<file path="src/rtl/led_fade_pwm_pkg.sv">
// ---------------------------------------------------------------------------
// led_fade_pwm_pkg
// Shared definitions for the LED fade/PWM block: FSM state encodings, duty
// width and full-scale value, and the optional gamma mapping used when the
// block is built with LED_FADE_GAMMA_EN defined.
// ---------------------------------------------------------------------------
package led_fade_pwm_pkg;

  // Width of the PWM counter and of every duty value.
  localparam int PWM_BITS = 8;

  // Full-scale duty: LED permanently on.
  localparam logic [PWM_BITS-1:0] DUTY_MAX = 8'd255;

  // Fade FSM states; the encodings are fixed so they read the same in
  // waveforms across every build of this block.
  typedef enum logic [1:0] {
    ST_OFF  = 2'd0,
    ST_RISE = 2'd1,
    ST_ON   = 2'd2,
    ST_FALL = 2'd3
  } fade_state_t;

  // Perceptual correction: (d*d)>>8, with full scale pinned at 255 so the
  // ON state really drives the LED constantly high.
  function automatic logic [PWM_BITS-1:0] gamma_map(input logic [PWM_BITS-1:0] d);
    logic [2*PWM_BITS-1:0] sq;
    sq = {{PWM_BITS{1'b0}}, d} * {{PWM_BITS{1'b0}}, d};
    if (d == DUTY_MAX) begin
      return DUTY_MAX;
    end
    return sq[2*PWM_BITS-1:PWM_BITS];
  endfunction

endpackage

</file>
<file path="src/rtl/led_fade_pwm_pwm_gen.sv">
// ---------------------------------------------------------------------------
// led_fade_pwm_pwm_gen
// 8-bit PWM generator: prescaler, free-running PWM counter, period-boundary
// latch of the duty value and the final compare that drives the LED.
// The duty is only sampled when the counter wraps 255->0, so a duty that
// changes mid-period never produces a runt or double pulse.
// ---------------------------------------------------------------------------
module led_fade_pwm_pwm_gen
  import led_fade_pwm_pkg::*;
#(
  parameter int unsigned PWM_DIV = 4
) (
  input  logic                i_clk,
  input  logic                i_rst_n,
  input  logic [PWM_BITS-1:0] i_duty,
  output logic                o_led
);

  localparam int unsigned         PRE_W    = (PWM_DIV > 1) ? $clog2(PWM_DIV) : 1;
  localparam logic [PRE_W-1:0]    PRE_LAST = PRE_W'(PWM_DIV - 1);
  localparam logic [PWM_BITS-1:0] CNT_LAST = DUTY_MAX;

  logic [PRE_W-1:0]    r_pre;
  logic [PWM_BITS-1:0] r_pwm_cnt;
  logic [PWM_BITS-1:0] r_duty_act;
  logic                w_pre_tick;
  logic                w_wrap;

  assign w_pre_tick = (r_pre == PRE_LAST);
  assign w_wrap     = w_pre_tick && (r_pwm_cnt == CNT_LAST);

  // Prescaler: one tick every PWM_DIV clocks advances the PWM counter.
  always_ff @(posedge i_clk or negedge i_rst_n) begin
    if (!i_rst_n) begin
      r_pre <= '0;
    end else if (w_pre_tick) begin
      r_pre <= '0;
    end else begin
      r_pre <= r_pre + PRE_W'(1);
    end
  end

  // PWM counter: free-running, wraps naturally from 255 to 0.
  always_ff @(posedge i_clk or negedge i_rst_n) begin
    if (!i_rst_n) begin
      r_pwm_cnt <= '0;
    end else if (w_pre_tick) begin
      r_pwm_cnt <= r_pwm_cnt + PWM_BITS'(1);
    end
  end

  // Duty latch: take the new duty only at the start of a PWM period.
  always_ff @(posedge i_clk or negedge i_rst_n) begin
    if (!i_rst_n) begin
      r_duty_act <= '0;
    end else if (w_wrap) begin
      r_duty_act <= i_duty;
    end
  end

  // Compare: full scale is forced high so 255 means "always on", not 255/256.
  assign o_led = (r_duty_act == DUTY_MAX) ? 1'b1 : (r_pwm_cnt < r_duty_act);

endmodule

</file>
<file path="src/rtl/led_fade_pwm.sv">
// ---------------------------------------------------------------------------
// led_fade_pwm
// Turns the 1-bit blink level into a linear brightness fade on the LED pin.
// Holds the input register, the OFF/RISE/ON/FALL fade FSM, the ramp tick
// counter and the optional gamma stage; the PWM itself lives in
// led_fade_pwm_pwm_gen.
// Build option: define LED_FADE_GAMMA_EN to pass the linear ramp through a
// square-law gamma curve before it reaches DUTY; otherwise DUTY is linear.
// ---------------------------------------------------------------------------
module led_fade_pwm
  import led_fade_pwm_pkg::*;
#(
  parameter int unsigned CLK_FREQ = 12_000_000,
  parameter int unsigned PWM_DIV  = 4,
  parameter int unsigned RAMP_DIV = 11_718
) (
  input  logic                i_clk,
  input  logic                i_rst_n,
  input  logic                i_blink,
  output logic                o_led,
  output logic [PWM_BITS-1:0] o_duty,
  output logic                o_busy
);

  localparam int unsigned       RAMP_W    = (RAMP_DIV > 1) ? $clog2(RAMP_DIV) : 1;
  localparam logic [RAMP_W-1:0] RAMP_LAST = RAMP_W'(RAMP_DIV - 1);

  // Reject configurations that cannot produce a sensible fade.
  if ((CLK_FREQ == 0) || (PWM_DIV == 0) || (RAMP_DIV == 0)) begin : g_param_check
    $error("led_fade_pwm: CLK_FREQ, PWM_DIV and RAMP_DIV must all be non-zero");
  end

  logic                r_blink_q;
  fade_state_t         r_state;
  fade_state_t         w_state_nxt;
  logic [RAMP_W-1:0]   r_ramp_cnt;
  logic [PWM_BITS-1:0] r_duty;
  logic [PWM_BITS-1:0] w_duty_out;
  logic                w_busy;
  logic                w_stay;
  logic                w_tick;

  // Input register: the FSM only ever looks at the registered blink level.
  // NOTE: state is updated with non-blocking assignments so every flop
  // samples pre-edge values, independent of always-block ordering.
  always_ff @(posedge i_clk or negedge i_rst_n) begin
    if (!i_rst_n) begin
      r_blink_q <= 1'b0;
    end else begin
      r_blink_q <= i_blink;
    end
  end

  // FSM state register.
  always_ff @(posedge i_clk or negedge i_rst_n) begin
    if (!i_rst_n) begin
      r_state <= ST_OFF;
    end else begin
      r_state <= w_state_nxt;
    end
  end

  // Next-state logic. A reversal keeps the current duty; a request for the
  // level we are already sitting at goes straight to the matching rest state.
  // NOTE: the default assignment first keeps this purely combinational; any
  // path that left w_state_nxt unassigned would infer a latch.
  always_comb begin
    w_state_nxt = r_state;
    case (r_state)
      ST_OFF: begin
        if (r_blink_q) begin
          w_state_nxt = ST_RISE;
        end
      end
      ST_RISE: begin
        if (!r_blink_q) begin
          w_state_nxt = (r_duty == '0) ? ST_OFF : ST_FALL;
        end else if (r_duty == DUTY_MAX) begin
          w_state_nxt = ST_ON;
        end
      end
      ST_ON: begin
        if (!r_blink_q) begin
          w_state_nxt = ST_FALL;
        end
      end
      ST_FALL: begin
        if (r_blink_q) begin
          w_state_nxt = (r_duty == DUTY_MAX) ? ST_ON : ST_RISE;
        end else if (r_duty == '0) begin
          w_state_nxt = ST_OFF;
        end
      end
      default: w_state_nxt = ST_OFF;
    endcase
  end

  assign w_busy = (r_state == ST_RISE) || (r_state == ST_FALL);
  assign w_stay = (w_state_nxt == r_state);
  assign w_tick = (r_ramp_cnt == RAMP_LAST);

  // Ramp tick counter: restarts on every state entry and idles at 0 when the
  // FSM is at rest, so each ramp step is exactly RAMP_DIV clocks long.
  always_ff @(posedge i_clk or negedge i_rst_n) begin
    if (!i_rst_n) begin
      r_ramp_cnt <= '0;
    end else if (!w_stay || !w_busy || w_tick) begin
      r_ramp_cnt <= '0;
    end else begin
      r_ramp_cnt <= r_ramp_cnt + RAMP_W'(1);
    end
  end

  // Linear duty: one step per ramp tick while staying in RISE/FALL, clamped
  // at both ends so it never wraps.
  always_ff @(posedge i_clk or negedge i_rst_n) begin
    if (!i_rst_n) begin
      r_duty <= '0;
    end else if (w_stay && w_tick) begin
      case (r_state)
        ST_RISE: if (r_duty != DUTY_MAX) r_duty <= r_duty + PWM_BITS'(1);
        ST_FALL: if (r_duty != '0)       r_duty <= r_duty - PWM_BITS'(1);
        default: ;
      endcase
    end
  end

`ifdef LED_FADE_GAMMA_EN
  assign w_duty_out = gamma_map(r_duty);
`else
  assign w_duty_out = r_duty;
`endif

  led_fade_pwm_pwm_gen #(
    .PWM_DIV (PWM_DIV)
  ) u_pwm_gen (
    .i_clk   (i_clk),
    .i_rst_n (i_rst_n),
    .i_duty  (w_duty_out),
    .o_led   (o_led)
  );

  assign o_duty = w_duty_out;
  assign o_busy = w_busy;

endmodule
</file>
<file path="config.mk">
export PLATFORM = sky130hd
export DESIGN_NAME = led_fade_pwm
export DESIGN_NICKNAME = d
export VERILOG_FILES = /design/src/rtl/led_fade_pwm_pkg.sv /design/src/rtl/led_fade_pwm_pwm_gen.sv /design/src/rtl/led_fade_pwm.sv
export SDC_FILE = /design/constraint.sdc
export NUM_CORES = 1
export LEC_CHECK = 0
export CAP_MARGIN = 20
export CORE_ASPECT_RATIO = 1.25
export CORE_MARGIN = 8
export CORE_UTILIZATION = 29
export CTS_CLUSTER_SIZE = 10
export DETAILED_ROUTE_END_ITERATION = 8
export GPL_TIMING_DRIVEN = 0
export MAX_ROUTING_LAYER = met4
export PLACE_DENSITY = 0.48
export SLEW_MARGIN = 20
export SYNTH_ARGS = -nofsm -noshare
export SYNTH_HDL_FRONTEND = slang
export SYNTH_HIERARCHICAL = 1
export SYNTH_SLANG_ARGS = --single-unit
export TNS_END_PERCENT = 10
</file>
<file path="constraint.sdc">
create_clock -name i_clk -period 2.6 [get_ports i_clk]
set_input_delay 0.26 -clock i_clk [delete_from_list [all_inputs] [get_ports i_clk]]
set_output_delay 0.26 -clock i_clk [all_outputs]
set_load 0.05 [all_outputs]
</file>
==> results_dict.tcl <==
set metrics [dict create \
    detailedPlace.worstSlack_ns -0.06539 \
    critical_path.endpoint_type "flip-flop" \
    ys_async_sr_fraction_pct 100.0 \
    groute.usage.overall_pct 9.051 \
    total_power_mw 1.356 \
    setup_ws_ns 0.2228 \
    dp_cell_count 332 \
    start_util_pct 29.48 \
    power_density_over_the_cells_mw_per_mm2 490.3 \
    cp_max_fo 8 \
    grt_antenna_before_repair 0 \
    antenna-diode-count 0 \
    die_w_um 97.18 \
    skew_ns 0.009534 \
    placed_wire_length_estimate_um 3465 \
    clock_latency_on_the_worst_skew_pair_ns 0.29 \
    cts.reportedPaths.clkPinSlew_ns 0.08 \
    relSlewSlack_pct 65.07 \
    core_mm2 0.008102 \
    crit_start "r_state[0]" \
    worstPathArrival_ns 2.56 \
    worstMarginPinSlew_ns 0.5223 \
    std_cell_rows 37 \
    slew_viol_final 0 \
    total_leakage_power_nw 1.228 \
    nets_in_the_synthesized_netlist 243 \
    most_used_cells_in_the_layout_excluding_fill_and_tap_cells "sky130_fd_sc_hd__dfrtp_1, sky130_fd_sc_hd__nor2_1, sky130_fd_sc_hd__ha_1" \
    design.die.area_mm2 0.01141 \
    synth_edf_count 0 \
    critical_path.max_stage_delay_ns 0.36 \
    route.detailed.vias_per_inst 4.821 \
    grt_start_max_net_pins 31 \
    netlist-cell-type-count 47 \
    worstPathRequired_ns 2.78 \
    routed_wl_um 4670 \
    synth_seq_area_share_pct 45.05 \
    place_congestion 0.7749 \
    critical_path.cell_chain "buf_2, nand2_1, inv_4, ha_1, nor2b_1, o31a_1, o21a_1, or3_1, a31o_1" \
    tritoncts_clock_tree "yes" \
    first_pass_grt_wire_length_um 8418 \
    total_number_of_nets_in_the_final_design 264 \
    htreeDepth 2 \
    r2r-start "r_state[0]" \
    wire_per_inst_um 13.74 \
    instances_no_fill 340 \
    worst_reg2reg_setup_slack_ns 0.22 \
    crit_slowest_cell "sky130_fd_sc_hd__dfrtp_1" \
    rr_worst_depth 9 \
    crit_type "flip-flop to flip-flop" \
    dr.pass1.iters 4 \
    route.antenna.remaining_nets 0 \
    cp-start-kind "flip-flop" \
    drt_first_iter_violations 38 \
    status "complete, no violations" \
    port-buffer-count 12 \
    ioPinCount 13 \
    setup_total_negative_slack_ns 0 \
    numClockSinks 43 \
    cts_buffers 5 \
    detail_route.drc_violations 0 \
    yosys_warnings 6 \
    drv.max_cap_violation_count 0 \
    layout_commonest_cell "sky130_fd_sc_hd__dfrtp_1" \
    die_y_um 117.5 \
    number_of_filler_cells_placed_in_the_layout 812 \
    vdd.ir_drop.worst_mv 0.3578 \
    max_clock_freq_mhz 420.7 \
    setup_viol 0 \
    post_route_cells_drive_above_1_share_pct 13.99 \
    synth_cells 222 \
    grt_setup_unrepaired "no" \
    dr_total_vias 1639 \
    global_route_total_overflow 0 \
    regToRegEndpoint "o_duty[6]" \
    hold_violations 0 \
    post-route-period-util_pct 91.43 \
    yosys_register_bits 43 \
    hold-worst-slack_ns 0.3963 \
    syn-cell-area_mm2 0.002389 \
    cts.path.max_buffers 2 \
    number_of_global_route_vias_before_repair 1763 \
    synthFlopType "sky130_fd_sc_hd__dfrtp_1" \
    cell_at_the_root_of_the_clock_tree "sky130_fd_sc_hd__clkbuf_8" \
    fin_crit_ns 2.377 \
    syn_avg_cell_area_um2 10.76 \
    min_path_type "primary input to asynchronous set/reset pin" \
    area_delta_synth_final_pct 15.82 \
]
-- worst max-delay path: cells and delay by family (launching register included) --
kind | cells | cell delay (ns)
AO/OA/AOI/OAI | 3 | 0.67
AND/OR/NAND/NOR | 3 | 0.65
flip-flops | 1 | 0.36
adder cells (fa/ha/maj) | 1 | 0.33
buffers and inverters | 2 | 0.26
-- metal layers --
metal	share of wire [%]	track usage [%]
met4	1.9	3.761
met1	48	10.89
met5	0	-
met2	49	14.67
met3	1.1	1.409
-- worst max path at each step --
stage | end | slack, ns | cells past startpoint
2_1_floorplan | o_duty[6] | 0.24 | 9
3_3_place_gp | o_duty[6] | -0.05 | 9
3_5_place_dp | o_duty[6] | -0.07 | 9
4_1_cts | o_duty[6] | 0.09 | 9
5_1_grt | o_led | 0.02 | 5
6_report | o_duty[6] | 0.22 | 9
-- sequential cells by signal (all words and copies together), names as in the netlist --
signal                cells
r_ramp_cnt               14
u_pwm_gen/r_pre           2
u_pwm_gen/r_duty_act      8
r_blink_q                 1
r_state                   2
u_pwm_gen/r_pwm_cnt       8
o_duty                    8
-- kinds of logic after synthesis --
kind of cell    count (synthesis)  share of synthesized area (%)
fa+ha+maj                      18                          9.743
xor+xnor                       22                          8.067
simple gates                   73                          16.66
flops                          43                          45.05
compound gates                 33                          9.849
buf+inv                        18                          3.038
mux                            15                          7.596
-- what timing repair did --
action	CTS	global route
setup endpoints to repair	2	1
hold buffers	1	0
pin swaps	0	0
setup buffers	0	0
resized for setup	2	1
endpoints found under the hold margin	13	0
-- area by class of cell --
cell class	count	area (um^2)	area share, %
Buffer	3	16.27	0.5880
Clock buffer	6	72.57	2.623
Clock inverter	1	30.03	1.085
Inverter	15	58.81	2.126
Multi-Input combinational cell	161	1247	45.09
Sequential cell	43	1076	38.90
Tap cell	97	121.4	4.387
Timing Repair Buffer	14	143.9	5.201
-- metrics by stage --
step | cell area, um^2 | util (%)
6_report | 2766 | 34.15
5_1_grt | 2766 | 34.15
4_1_cts | 2765 | 34.13
3_5_place_dp | 2653 | 32.74
3_3_place_gp | 2638 | 32.56
2_1_floorplan | 2396 | -
-- power breakdown --
| part | internal (mW) | switching, mW | total [mW] |
|---|---|---|---|
| clock | 0.282 | 0.229 | 0.511 |
| sequential | 0.679 | 0.0107 | 0.690 |
| combinational | 0.0582 | 0.0973 | 0.156 |
| total | 1.02 | 0.337 | 1.36 |
-- synth_stat cells (2+ instances only) --
| cell | n | share of area (%) |
|---|---|---|
| sky130_fd_sc_hd__nor2b_1 | 4 | 1.0 |
| sky130_fd_sc_hd__dfrtp_1 | 43 | 45 |
| sky130_fd_sc_hd__nand4_1 | 8 | 2.1 |
| sky130_fd_sc_hd__mux2_4 | 4 | 2.5 |
| sky130_fd_sc_hd__xnor2_1 | 11 | 4.0 |
| sky130_fd_sc_hd__inv_1 | 14 | 2.2 |
| sky130_fd_sc_hd__o21ai_0 | 7 | 1.5 |
| sky130_fd_sc_hd__and4_1 | 2 | 0.73 |
| sky130_fd_sc_hd__a21oi_1 | 9 | 1.9 |
| sky130_fd_sc_hd__nand3_1 | 6 | 1.3 |
| sky130_fd_sc_hd__mux2_2 | 9 | 4.2 |
| sky130_fd_sc_hd__nor2_1 | 23 | 3.6 |
| sky130_fd_sc_hd__nor3_1 | 3 | 0.63 |
| sky130_fd_sc_hd__and3_1 | 3 | 0.79 |
| sky130_fd_sc_hd__or4_4 | 2 | 0.94 |
| sky130_fd_sc_hd__nand2_1 | 12 | 1.9 |
| sky130_fd_sc_hd__or3_1 | 3 | 0.79 |
| sky130_fd_sc_hd__xor2_1 | 11 | 4.0 |
| sky130_fd_sc_hd__o21a_1 | 3 | 0.94 |
| sky130_fd_sc_hd__mux2i_1 | 2 | 0.84 |
| sky130_fd_sc_hd__ha_1 | 17 | 8.9 |
Power figures use the tool's default switching activity.
==> RTL edit 1, RTL diff (same settings) <==
Register the outputs `o_duty` and `o_busy`; this adds one clock of latency there. The other outputs are not delayed to match.
--- a/src/rtl/led_fade_pwm.sv
+++ b/src/rtl/led_fade_pwm.sv
@@ -140,7 +140,9 @@
     .o_led   (o_led)
   );
 
-  assign o_duty = w_duty_out;
-  assign o_busy = w_busy;
+  always_ff @(posedge i_clk) begin
+    o_duty <= w_duty_out;
+    o_busy <= w_busy;
+  end
 
 endmodule
Function: changed (Yosys sat finds a counterexample within 4 cycles, from zero or initial values and one cycle with i_rst_n low).
==> RTL edit 1 against the unedited design <==
- synthesized cell count grew 2.3%
- clock skew grew 0.00085 ns
- routed wire length is 3.0% lower
- combinational power is 8% lower
- via count up 0.67%
- sequential cell count grew 9
- total power increased by 16%
- setup slack gained 0.023 ns
- global-route usage is 0.52 points lower
- design area increased by 5.7%
- first-iteration DRC count rose by 7.9%
- area after synthesis grew 5.7%
- critical path type is now flip-flop to output pin
- largest power group unchanged
==> RTL edit 1: results (changes against the unedited design) <==
- Async set-reset flop share out of synthesis: 82.7% (-17 points)
- Critical path arrival: 2.09 ns (-0.47 ns)
- First-pass GRT wire length: 8.04 mm (-4.5%)
- Synth cell types: 43 (-8.5%)
- Seq/Total Area, Yosys: 49.8% (+4.7 points)
- Root buffer cell: clkbuf_8
- Worst-case clock buffer depth: 2 (unchanged)
- Worst vdd ir: 0.213 mV (-41%)
- Largest register FFs: 14 (unchanged)
- CTS Buf Count: 5 (unchanged)
- CP Max Fanout: 4 (-4)
- Via/cell ratio: 4.73 (-1.9%)
- Worst-Skew Late Latency: 0.31 ns (+0.02 ns)
- NumNets Final: 269 (+1.9%)
- Status: finished clean
- FF-to-FF setup slack: 0.26 ns (+0.04 ns)
- Share of layout cells above drive strength 1: 12.9% (-1.1 points)
- Dpl cell area: 2790 um2 (+5.3%)
- Worst Tran Pin Value: 0.498 ns (-0.0243 ns)
- Synth cell count leaders: 43 x dfrtp_1, 23 x nor2_1, 17 x ha_1, 15 x inv_1
- Clk pin slew, worst setup/hold paths: 0.10 ns (+0.02 ns)
- Leak pwr: 0.00131 uW (+6.6%)
- Port Buffer Count: 12 (unchanged)
- DRT Pass-1 Iters: 3 (-1)
- Hold WC Path Type: primary input to asynchronous set/reset pin
- Initial drt markers: 41 (+7.9%)
- Largest net degree at the start of global routing: 31 (unchanged)
- Yosys warns: 6 (unchanged)
- Post-DP HPWL: 3.31 mm (-4.5%)
- Final RePlAce weighted congestion: 0.762 (-1.7%)
- Vias in the first global route: 1685 (-4.4%)
- H-tree Lvls: 2 (unchanged)
- Antenna cells: 0 (unchanged)
- Top reg by flops: r_ramp_cnt
- Main area contributors after synthesis: dfrtp_1 43%, ha_1 8.4%, dfxtp_1 7.1%
- Clock Skew: 0.0104 ns (+0.000853 ns)
- Syn nets: 248 (+2.1%)
- Setup TNS: 0 ns (unchanged)
- GRT Resource Usage Total: 8.53% (-0.52 points)
- Routed WL: 4.53 mm (-3.0%)
- Number of antenna violations at the first check in global routing: 0 (unchanged)
==> RTL edit 1: per-stage QoR <==
| step | hold WS (ns) | setup WS [ns] | power, uW | cells | utilization, % |
|---|---|---|---|---|---|
| 6_report | 0.382 | 0.246 | 1570 | 349 | 34.2 |
| 5_1_grt | 0.377 | 0.0830 | 1650 | 349 | 34.2 |
| 4_1_cts | 0.372 | 0.218 | 1600 | 349 | 34.2 |
| 3_5_place_dp | 0.199 | 0.278 | 994 | 340 | 32.6 |
| 3_3_place_gp | 0.413 | 0.0262 | 991 | 339 | 32.5 |
| 2_1_floorplan | -0.0356 | 0.436 | 947 | 227 | - |
==> RTL edit 1: kinds of logic after synthesis <==
logic type | after synthesis | share of synthesized area, %
AO/OA/AOI/OAI | 29 | 7.73
XOR/XNOR | 24 | 8.33
adder cells (fa/ha/maj) | 18 | 9.22
buffers and inverters | 18 | 2.87
flip-flops | 52 | 49.8
multiplexers | 15 | 6.59
AND/OR/NAND/NOR | 71 | 15.5
==> RTL edit 1: critical path, cell delays in order (launching register included) <==
cell and delay (ns):
dfrtp_1 0.44, ha_1 0.30, o21ai_0 0.15, a221oi_1 0.13, o41ai_2 0.19, dlygate4sd2_1 0.56
==> RTL edit 1: final timing paths <==
| kind | from | end | cells past startpoint |
|---|---|---|---|
| worst max-delay path | u_pwm_gen/r_pwm_cnt[2] | o_led | 5 |
| worst min-delay path | i_rst_n | r_ramp_cnt[8] | 2 |
| worst max register to register | r_state[0] | r_duty[6] | 9 |
| worst min register to register | u_pwm_gen/r_pre[0] | u_pwm_gen/r_pre[0] | 1 |
| max in group asynchronous | i_rst_n | r_duty[7] | 3 |
| min in group i_clk | i_blink | r_blink_q | 1 |
==> RTL edit 1: where the power goes <==
group	switching (uW)	internal, uW	total [uW]	leakage [uW]
logic	87.2	56.0	143	0.000595
registers	12.0	820	832	0.000652
clock network	283	315	599	0.0000614
total	383	1190	1570	0.00131
==> RTL edit 1: routing by layer <==
layer  vias up  routed length, um  GRT usage, %
met2        16               2200          14.1
met1       791               2110          9.55
met3         5                148          2.42
li1        838                  -             -
met4         0                 70          3.42
met5         -                  0             -
==> RTL edit 1: repair_timing <==
item / 4_1_cts / 5_1_grt
endpoints found under the hold margin: 13 / 0
setup endpoints to repair: 1 / 0
gates resized for setup: 1 / 0
hold buffers: 1 / 0
setup buffers: 0 / 0
==> RTL edit 1: cell type report <==
cell class	instances	area, um2
Clock inverter	2	38.8
Sequential cell	52	1260
Multi-Input combinational cell	157	1200
Timing Repair Buffer	14	144
Buffer	3	16.3
Clock buffer	6	82.6
Fill cell	869	5640
Tap cell	100	125
Inverter	15	56.3
==> RTL edit 2, RTL diff (config.mk and constraints unchanged) <==
Without the edit above. Add a define of `LED_FADE_GAMMA_EN`.
--- a/src/rtl/led_fade_pwm.sv
+++ b/src/rtl/led_fade_pwm.sv
@@ -7,6 +7,8 @@
 // Build option: define LED_FADE_GAMMA_EN to pass the linear ramp through a
 // square-law gamma curve before it reaches DUTY; otherwise DUTY is linear.
 // ---------------------------------------------------------------------------
+`define LED_FADE_GAMMA_EN
+
 module led_fade_pwm
   import led_fade_pwm_pkg::*;
 #(
Formal check against the unedited RTL: no difference found for any inputs over 10 cycles, from zero or initial values and one cycle with i_rst_n low; that may be too few to reach the edited logic, so the function may still have changed.
==> RTL edit 2 against the unedited design <==
- the run now ends with setup timing left
- utilization up 1.3 points
- setup slack worse by 2.5 ns
- via count up 71%
- routed wire length up 68%
- sequential share of layout area decreased by 16 points
- area after synthesis rose by 63%
- sequential cell count unchanged
- combinational power rose by 75%
- total power grew 22%
- design area increased by 69%
- die area is 53% higher
- register-to-register slack got worse by 2.1 ns
- critical endpoint is now o_duty[6]
- largest power group unchanged
==> RTL edit 2: results (changes against the unedited design) <==
- Status: finished with violations
- Failing checks: setup timing
- Via/cell ratio: 4.56 (-5.4%)
- PnR worst setup slack: -2.25 ns (-2.47 ns)
- NumNets Final: 515 (+95%)
- Worst Tran Pin Value: 0.580 ns (+0.0575 ns)
- WL met3: 120 um (+140%)
- First-pass GRT wire length: 13.9 mm (+65%)
- Multi-input gate area: 2640 um2 (+110%)
- Final RePlAce weighted congestion: 0.748 (-3.4%)
- CP Max Fanout: 9 (+1)
- Worst reg2reg endpoint: u_pwm_gen/r_duty_act[5]
- Worst vdd ir: 0.470 mV (+31%)
- Clock Skew: 0.00775 ns (-0.00178 ns)
- FF-to-FF setup slack: -1.86 ns (-2.08 ns)
- Placed Cells: 595 (+79%)
- Initial drt markers: 66 (+74%)
- Largest net degree at the start of global routing: 25 (-19%)
- Met1 Usage GRT: 11.6% (+0.69 points)
- Bufs w/o clock: 35 (+18)
- Share of layout cells above drive strength 1: 18.5% (+4.5 points)
- Leak pwr: 0.00235 uW (+91%)
- Seq/Total Area, Yosys: 27.6% (-17 points)
- Vias in the first global route: 2951 (+67%)
- Synth cell types: 51 (+8.5%)
- #MultiIn Comb: 296 (+84%)
- Post-CTS Setup Inserts: 3 (+3)
- Root buffer cell: clkbuf_16
- Fill cells: 1373 (+69%)
- XOR/XNOR Fraction of Synth Area: 8.10% (+0.033 points)
- Compound-Gate Fraction of Synth Area: 7.26% (-2.6 points)
- Final setup violating endpoints: 16 (+16)
- Sequential share of cell area: 23.1% (-16 points)
- Clk tree area frac: 3.32% (-0.39 points)
- Met2 WL post-DR: 4.16 mm (+81%)
- Post-DP HPWL: 6.28 mm (+81%)
-- RTL edit 2: cell types whose count changed after synthesis, moves of 8 or more --
cell and delta:
xnor2_1 +10, nor2_1 +8, fa_1 +24, and2_1 +12, ha_1 +28, nand2_1 +22, inv_1 +47
-- RTL edit 2: power groups by stage --
stage	Combinational, uW	Sequential, uW	Clock (uW)
floorplan	197	730	0
detailed placement	275	737	0
CTS	280	723	679
global placement	266	736	0
finish	273	724	652
global route	311	729	699
-- RTL edit 2: stage by stage --
step / setup TNS, ns / hold WS [ns] / power, uW / area [um2] / setup WS [ns]
after floorplan: -26.50 / -0.0356 / 927 / 4020 / -1.79
after global placement: -34.79 / 0.415 / 1000 / 4360 / -2.79
after detailed placement: -34.90 / 0.297 / 1010 / 4380 / -2.79
after CTS: -31.67 / 0.422 / 1680 / 4590 / -2.36
after global routing: -33.31 / 0.438 / 1740 / 4670 / -2.46
final: -30.19 / 0.428 / 1650 / 4670 / -2.25
